===== config.mk =====
export PLATFORM = sky130hd
export DESIGN_NAME = mu0_run_controller
export DESIGN_NICKNAME = d
export VERILOG_FILES = /design/src/rtl/mu0_run_controller.sv
export SDC_FILE = /design/constraint.sdc
export NUM_CORES = 1
export LEC_CHECK = 0
export CORE_MARGIN = 2
export CORE_UTILIZATION = 52
export CTS_CLUSTER_SIZE = 30
export DETAILED_ROUTE_END_ITERATION = 10
export PLACE_DENSITY = 0.81
export SYNTH_ARGS = -nofsm -noshare
export SYNTH_HDL_FRONTEND = slang
export SYNTH_SLANG_ARGS = --single-unit

===== constraint.sdc =====
create_clock -name Clk -period 3.3 [get_ports Clk]
set_input_delay 0.99 -clock Clk [delete_from_list [all_inputs] [get_ports Clk]]
set_output_delay 0.99 -clock Clk [all_outputs]
set_load 0.02 [all_outputs]

===== src/rtl/mu0_run_controller.sv =====
// Run controller for the MU0 core.
//
// Holds the core in reset for RESET_CYCLES cycles, releases it, and counts cycles until it
// raises Halted or the per-run budget runs out. This repeats for the requested number of runs.
// While a run is active it also counts memory writes (saturating) and captures the data of
// writes to a watched address.
//
// Ports
//   Clk, Reset      clock (rising edge) and asynchronous active-low reset
//   start           begin a sequence (only honoured while idle)
//   run_count       runs per sequence (0 behaves as 1)
//   timeout_limit   cycle budget per run (0 behaves as all-ones)
//   watch_en/addr   watched-write capture enable and address
//   cpu_reset       active-high reset to the core
//   cpu_halted/wr/addr/dout   core status and write bus
//   busy, done      sequence active / one-cycle end-of-sequence pulse
//   timed_out, inconsistent, watch_hit   sticky result flags
//   cycle_count, runs_done, write_count, watch_data   result values
module mu0_run_controller #(
  parameter int unsigned ADDR_W       = 12,
  parameter int unsigned DATA_W       = 16,
  parameter int unsigned RESET_CYCLES = 1,
  parameter int unsigned CNT_W        = 16,
  parameter int unsigned RUNS_W       = 4,
  parameter int unsigned WCNT_W       = 16
) (
  input  logic              Clk,
  input  logic              Reset,
  input  logic              start,
  input  logic [RUNS_W-1:0] run_count,
  input  logic [CNT_W-1:0]  timeout_limit,
  input  logic              watch_en,
  input  logic [ADDR_W-1:0] watch_addr,
  output logic              cpu_reset,
  input  logic              cpu_halted,
  input  logic              cpu_wr,
  input  logic [ADDR_W-1:0] cpu_addr,
  input  logic [DATA_W-1:0] cpu_dout,
  output logic              busy,
  output logic              done,
  output logic              timed_out,
  output logic              inconsistent,
  output logic [CNT_W-1:0]  cycle_count,
  output logic [RUNS_W-1:0] runs_done,
  output logic [WCNT_W-1:0] write_count,
  output logic              watch_hit,
  output logic [DATA_W-1:0] watch_data
);

  typedef enum logic [1:0] {StIdle, StHold, StRun, StDone} state_e;

  localparam int unsigned     HoldW    = (RESET_CYCLES > 1) ? $clog2(RESET_CYCLES) : 1;
  localparam logic [HoldW-1:0] HoldLast = HoldW'(RESET_CYCLES - 1);

  state_e              state_q, state_d;
  logic [HoldW-1:0]    hold_cnt_q, hold_cnt_d;
  logic [CNT_W-1:0]    cycle_q, cycle_d;
  logic [CNT_W-1:0]    ref_q, ref_d;
  logic [CNT_W-1:0]    limit_q, limit_d;
  logic [RUNS_W-1:0]   runs_q, runs_d;
  logic [RUNS_W-1:0]   runs_lat_q, runs_lat_d;
  logic [WCNT_W-1:0]   wcnt_q, wcnt_d;
  logic [ADDR_W-1:0]   waddr_q, waddr_d;
  logic [DATA_W-1:0]   wdata_q, wdata_d;
  logic                wen_q, wen_d;
  logic                whit_q, whit_d;
  logic                tout_q, tout_d;
  logic                incons_q, incons_d;

  always_comb begin
    state_d    = state_q;
    hold_cnt_d = hold_cnt_q;
    cycle_d    = cycle_q;
    ref_d      = ref_q;
    limit_d    = limit_q;
    runs_d     = runs_q;
    runs_lat_d = runs_lat_q;
    wcnt_d     = wcnt_q;
    waddr_d    = waddr_q;
    wdata_d    = wdata_q;
    wen_d      = wen_q;
    whit_d     = whit_q;
    tout_d     = tout_q;
    incons_d   = incons_q;

    unique case (state_q)
      StIdle: begin
        if (start) begin
          tout_d     = 1'b0;
          incons_d   = 1'b0;
          cycle_d    = '0;
          runs_d     = '0;
          wcnt_d     = '0;
          whit_d     = 1'b0;
          wdata_d    = '0;
          // Zero settings are mapped here so the run logic never sees them.
          runs_lat_d = (run_count == '0) ? RUNS_W'(1) : run_count;
          limit_d    = (timeout_limit == '0) ? '1 : timeout_limit;
          waddr_d    = watch_addr;
          wen_d      = watch_en;
          hold_cnt_d = '0;
          state_d    = StHold;
        end
      end

      StHold: begin
        cycle_d = '0;
        if (hold_cnt_q == HoldLast) begin
          state_d = StRun;
        end else begin
          hold_cnt_d = hold_cnt_q + HoldW'(1);
        end
      end

      StRun: begin
        if (cpu_wr) begin
          if (wcnt_q != '1) begin
            wcnt_d = wcnt_q + WCNT_W'(1);
          end
          if (wen_q && (cpu_addr == waddr_q)) begin
            whit_d  = 1'b1;
            wdata_d = cpu_dout;
          end
        end

        // Halt takes priority over a timeout on the same edge.
        if (cpu_halted) begin
          runs_d = runs_q + RUNS_W'(1);
          if (runs_q == '0) begin
            ref_d = cycle_q;
          end else if (cycle_q != ref_q) begin
            incons_d = 1'b1;
          end
          hold_cnt_d = '0;
          state_d    = (runs_d < runs_lat_q) ? StHold : StDone;
        end else if (cycle_q == (limit_q - CNT_W'(1))) begin
          cycle_d = limit_q;
          tout_d  = 1'b1;
          state_d = StDone;
        end else begin
          cycle_d = cycle_q + CNT_W'(1);
        end
      end

      StDone: state_d = StIdle;

      default: state_d = StIdle;
    endcase
  end

  always_ff @(posedge Clk or negedge Reset) begin
    if (!Reset) begin
      state_q    <= StIdle;
      hold_cnt_q <= '0;
      cycle_q    <= '0;
      ref_q      <= '0;
      limit_q    <= '0;
      runs_q     <= '0;
      runs_lat_q <= '0;
      wcnt_q     <= '0;
      waddr_q    <= '0;
      wdata_q    <= '0;
      wen_q      <= 1'b0;
      whit_q     <= 1'b0;
      tout_q     <= 1'b0;
      incons_q   <= 1'b0;
    end else begin
      state_q    <= state_d;
      hold_cnt_q <= hold_cnt_d;
      cycle_q    <= cycle_d;
      ref_q      <= ref_d;
      limit_q    <= limit_d;
      runs_q     <= runs_d;
      runs_lat_q <= runs_lat_d;
      wcnt_q     <= wcnt_d;
      waddr_q    <= waddr_d;
      wdata_q    <= wdata_d;
      wen_q      <= wen_d;
      whit_q     <= whit_d;
      tout_q     <= tout_d;
      incons_q   <= incons_d;
    end
  end

  // Status outputs decode straight from the state register, so reset forces cpu_reset high
  // asynchronously and no input reaches an output combinationally.
  assign busy         = (state_q != StIdle);
  assign cpu_reset    = (state_q != StRun);
  assign done         = (state_q == StDone);
  assign timed_out    = tout_q;
  assign inconsistent = incons_q;
  assign cycle_count  = cycle_q;
  assign runs_done    = runs_q;
  assign write_count  = wcnt_q;
  assign watch_hit    = whit_q;
  assign watch_data   = wdata_q;

endmodule


==> results.toml, run 1 <==
[clocking]
cts-root-buf = "clkbuf_16"
cts_tree = "yes"
cts.clk_slew.worst_paths_ns = 0.07
cts.sinks = 106
cts_buffer_depth = 2
htree_num_levels = 3
cts_resized = 0
cts_setup_buffers = 0
postCtsHoldBufs = 0
insertion_delay_ns = 0.35
cts-buffers-inserted = 9

[setup_path]
critPathKind = "reg -> reg"
required_ns = 3.57
crit_path_max_fanout = 39
endpoint_kind = "flip-flop"
start_kind = "flip-flop"
arrival_ns = 3.33

[placement]
place_ws_ns = 0.1746
place_congestion = 0.8589
numPortBuffers = 123
place_hpwl_um = 10420

[logic_synthesis]
yosys.area_share.simple_pct = 19.30
synth_xor_area_share_pct = 9.254
yosysTopAreaCell = "dfrtp_1"
synth.net_count = 673
synth.area.top_cells = "dfrtp_1, mux2_2, xor2_1"
ys_warn_count = 0
synth.top_cell.area_share_pct = 45.20
synth-seq-cells = 106
synth.area.mux_share_pct = 5.757
synthFlopType = "dfrtp_1"
seq_area_frac_synth_pct = 45.20
synthAdderAreaFrac_pct = 1.706
synth_compound_area_share_pct = 13.30
synth_edf_count = 0
synthCells = 599
async_flop_share_pct = 100.0
avgSynthCellArea_um2 = 9.797
synth_cell_type_count = 59
syn_area_um2 = 5868
synth_top_family_by_area = "simple AND/OR/NAND/NOR gates"

[cells_and_area]
final_cell_mix = "clkdlybuf4s50_1, dfrtp_1, nand3_1, nand2_1, xor2_1"
final_common_cell = "clkdlybuf4s50_1"
area_delta_synth_final_pct = 28.51
drive_gt1_share_pct = 10.75
diodes = 0
nNetsFinal = 776

[floorplan]
boundaryPins = 124
dieArea_um2 = 12150
rows = 38
start_util_pct = 53.66
die_width_um = 110.2
die_h_um = 110.2
core-area_um2 = 10940

[global_route]
grt_pass1_vias = 5011
antenna_found_initial = 0
grt_pass1_wl_um = 24150
grt_start_max_net_pins = 82
grt_overflow_total = 0
grt_util_all_layers_pct = 25.32

[power_and_ir_drop]
combPwrFrac_pct = 40.6
p_sw_uw = 1972
power.clock.fraction_pct = 20.5
seqPwrFrac_pct = 38.9
total_leakage_power_uw = 0.003136
p_int_uw = 3275
p_per_area_nw_per_um2 = 695.8
sw_frac_of_total_pct = 37.58
total_power_uw = 5247
worst_ir_drop_vdd_v = 0.0004572

[min_path]
min_path_type = "reg -> reg"

[sta]
setup_slack_ns = 0.2437
hold_viol = 0
holdWs_ns = 0.5006
setup_violations = 0
fin_tns_setup_ns = 0
max_freq_mhz = 327.2
worstMarginPinSlew_ns = 1.166
finalCritPeriodShare_pct = 92.62
maxSlewHeadroom_pct = 21.72
fin_worst_skew_ns = 0.01094
slew_viol_final = 0
min_period_ns = 3.056
rsz0062_at_grt = "no"

[routing]
drtIter0Drc = 404
viasPerCell = 5.935
wl_per_cell_um = 17.34
routed_wl_um = 14680
drc_errors = 0
vias = 5027
firstDrtPassIters = 8
ant_nets = 0

[job]
maxCapViolCount = 0

[run_status]
status = "completed"
routing by layer:
metal / vias up / wire, µm / GRT usage (%) / share of wire, %
met5: - / 0 / 0 / 0
met4: 0 / 206 / 7.679 / 1.4
met3: 18 / 746 / 5.291 / 5.1
met2: 157 / 7562 / 44.83 / 52
met1: 2487 / 6167 / 31.02 / 42
li1: 2365 / - / - / -
power groups by stage:
stage                     combinational (µW)  sequential [µW]  clock (µW)
after CTS                               2140             2040        1090
final                                   2130             2040        1070
after floorplan                         1270             2080           0
after global routing                    2330             2090        1150
after global placement                  2060             2050           0
after detailed placement                2120             2050           0
path summary, 6_finish.rpt:
check	cells past startpoint	slack [ns]	start	endpoint
min in group asynchronous	1	0.56	Reset	cycle_count[2]
worst max register to register	8	0.24	limit_q[4]	cycle_count[2]
worst min register to register	2	0.50	inconsistent	inconsistent
worst max-delay path	8	0.24	limit_q[4]	cycle_count[2]
max in group asynchronous	2	2.01	Reset	cycle_count[12]
worst min-delay path	2	0.50	inconsistent	inconsistent
metrics by stage:
step / instance area, µm² / instances / utilization [%]
final: 7541 / 847 / 68.96
after global routing: 7541 / 847 / 68.96
after CTS: 7541 / 847 / 68.96
after detailed placement: 7247 / 831 / 66.27
after global placement: 7247 / 831 / 66.27
after floorplan: 5868 / 599 / -
registers in the layout (all words and copies together) (netlist names):
register	flops
state_q	2
ref_q	16
inconsistent	1
timed_out	1
wen_q	1
waddr_q	12
runs_lat_q	4
watch_data	16
limit_q	16
cycle_count	16
runs_done	4
watch_hit	1
write_count	16
layout make-up:
cell class / instances / area (µm²)
repair buffers: 141 / 1401
inverters: 27 / 101.3
multi-input cells: 417 / 2917
clock inverters: 6 / 65.06
well taps: 140 / 175.2
clock buffers: 10 / 229.0
fillers: 829 / 3395
flip-flops and latches: 106 / 2653
cells by family (layout without fill, tap and decap cells):
kind of cell               after synthesis  count (layout)
AOI/OAI and AO/OA                      110             110
xor gates and xnor gates                62              62
DFF                                    106             106
buffers and inverters                   76             184
adders and majority gates                8               8
and+or+nand+nor                        207             207
muxes                                   30              30
synthesized netlist by cell type (4+ instances only):
cell,n
or3_1,12
nand2_1,36
ha_1,8
buf_1,4
nand4_1,15
a21o_1,7
o21ai_0,32
o22a_1,16
nor3_1,14
inv_1,27
nand3_1,45
a32oi_1,15
or2_2,4
a21oi_1,12
or4_1,9
xor2_1,34
buf_6,4
mux2_2,30
xnor2_1,28
nor4_1,14
nor2_1,25
nand4b_1,4
clkbuf_1,38
nand2b_1,6
dfrtp_1,106
worst max-delay path, cell delays in order (launching register included):
cell and delay (ns):
dfrtp_1 0.45, or4_1 0.67, nor2_1 0.25, a2111oi_0 0.15
a311oi_1 0.41, nor4_4 0.09, buf_12 0.18, or4b_2 0.65
nand3_1 0.11
Note: power is estimated with default switching activity, not from simulation.
==> run 2, diff against run 1 <==
- HOLD_SLACK_MARGIN: default -> 0.1
==> results of run 2 <==
No change in the layout: final DEF, timing and power equal those of run 1.
==> run 3, diff against run 2 <==
- CTS_CLUSTER_DIAMETER: default -> 80
==> results of run 3 <==
No change in the layout: final DEF, timing and power equal those of run 1.
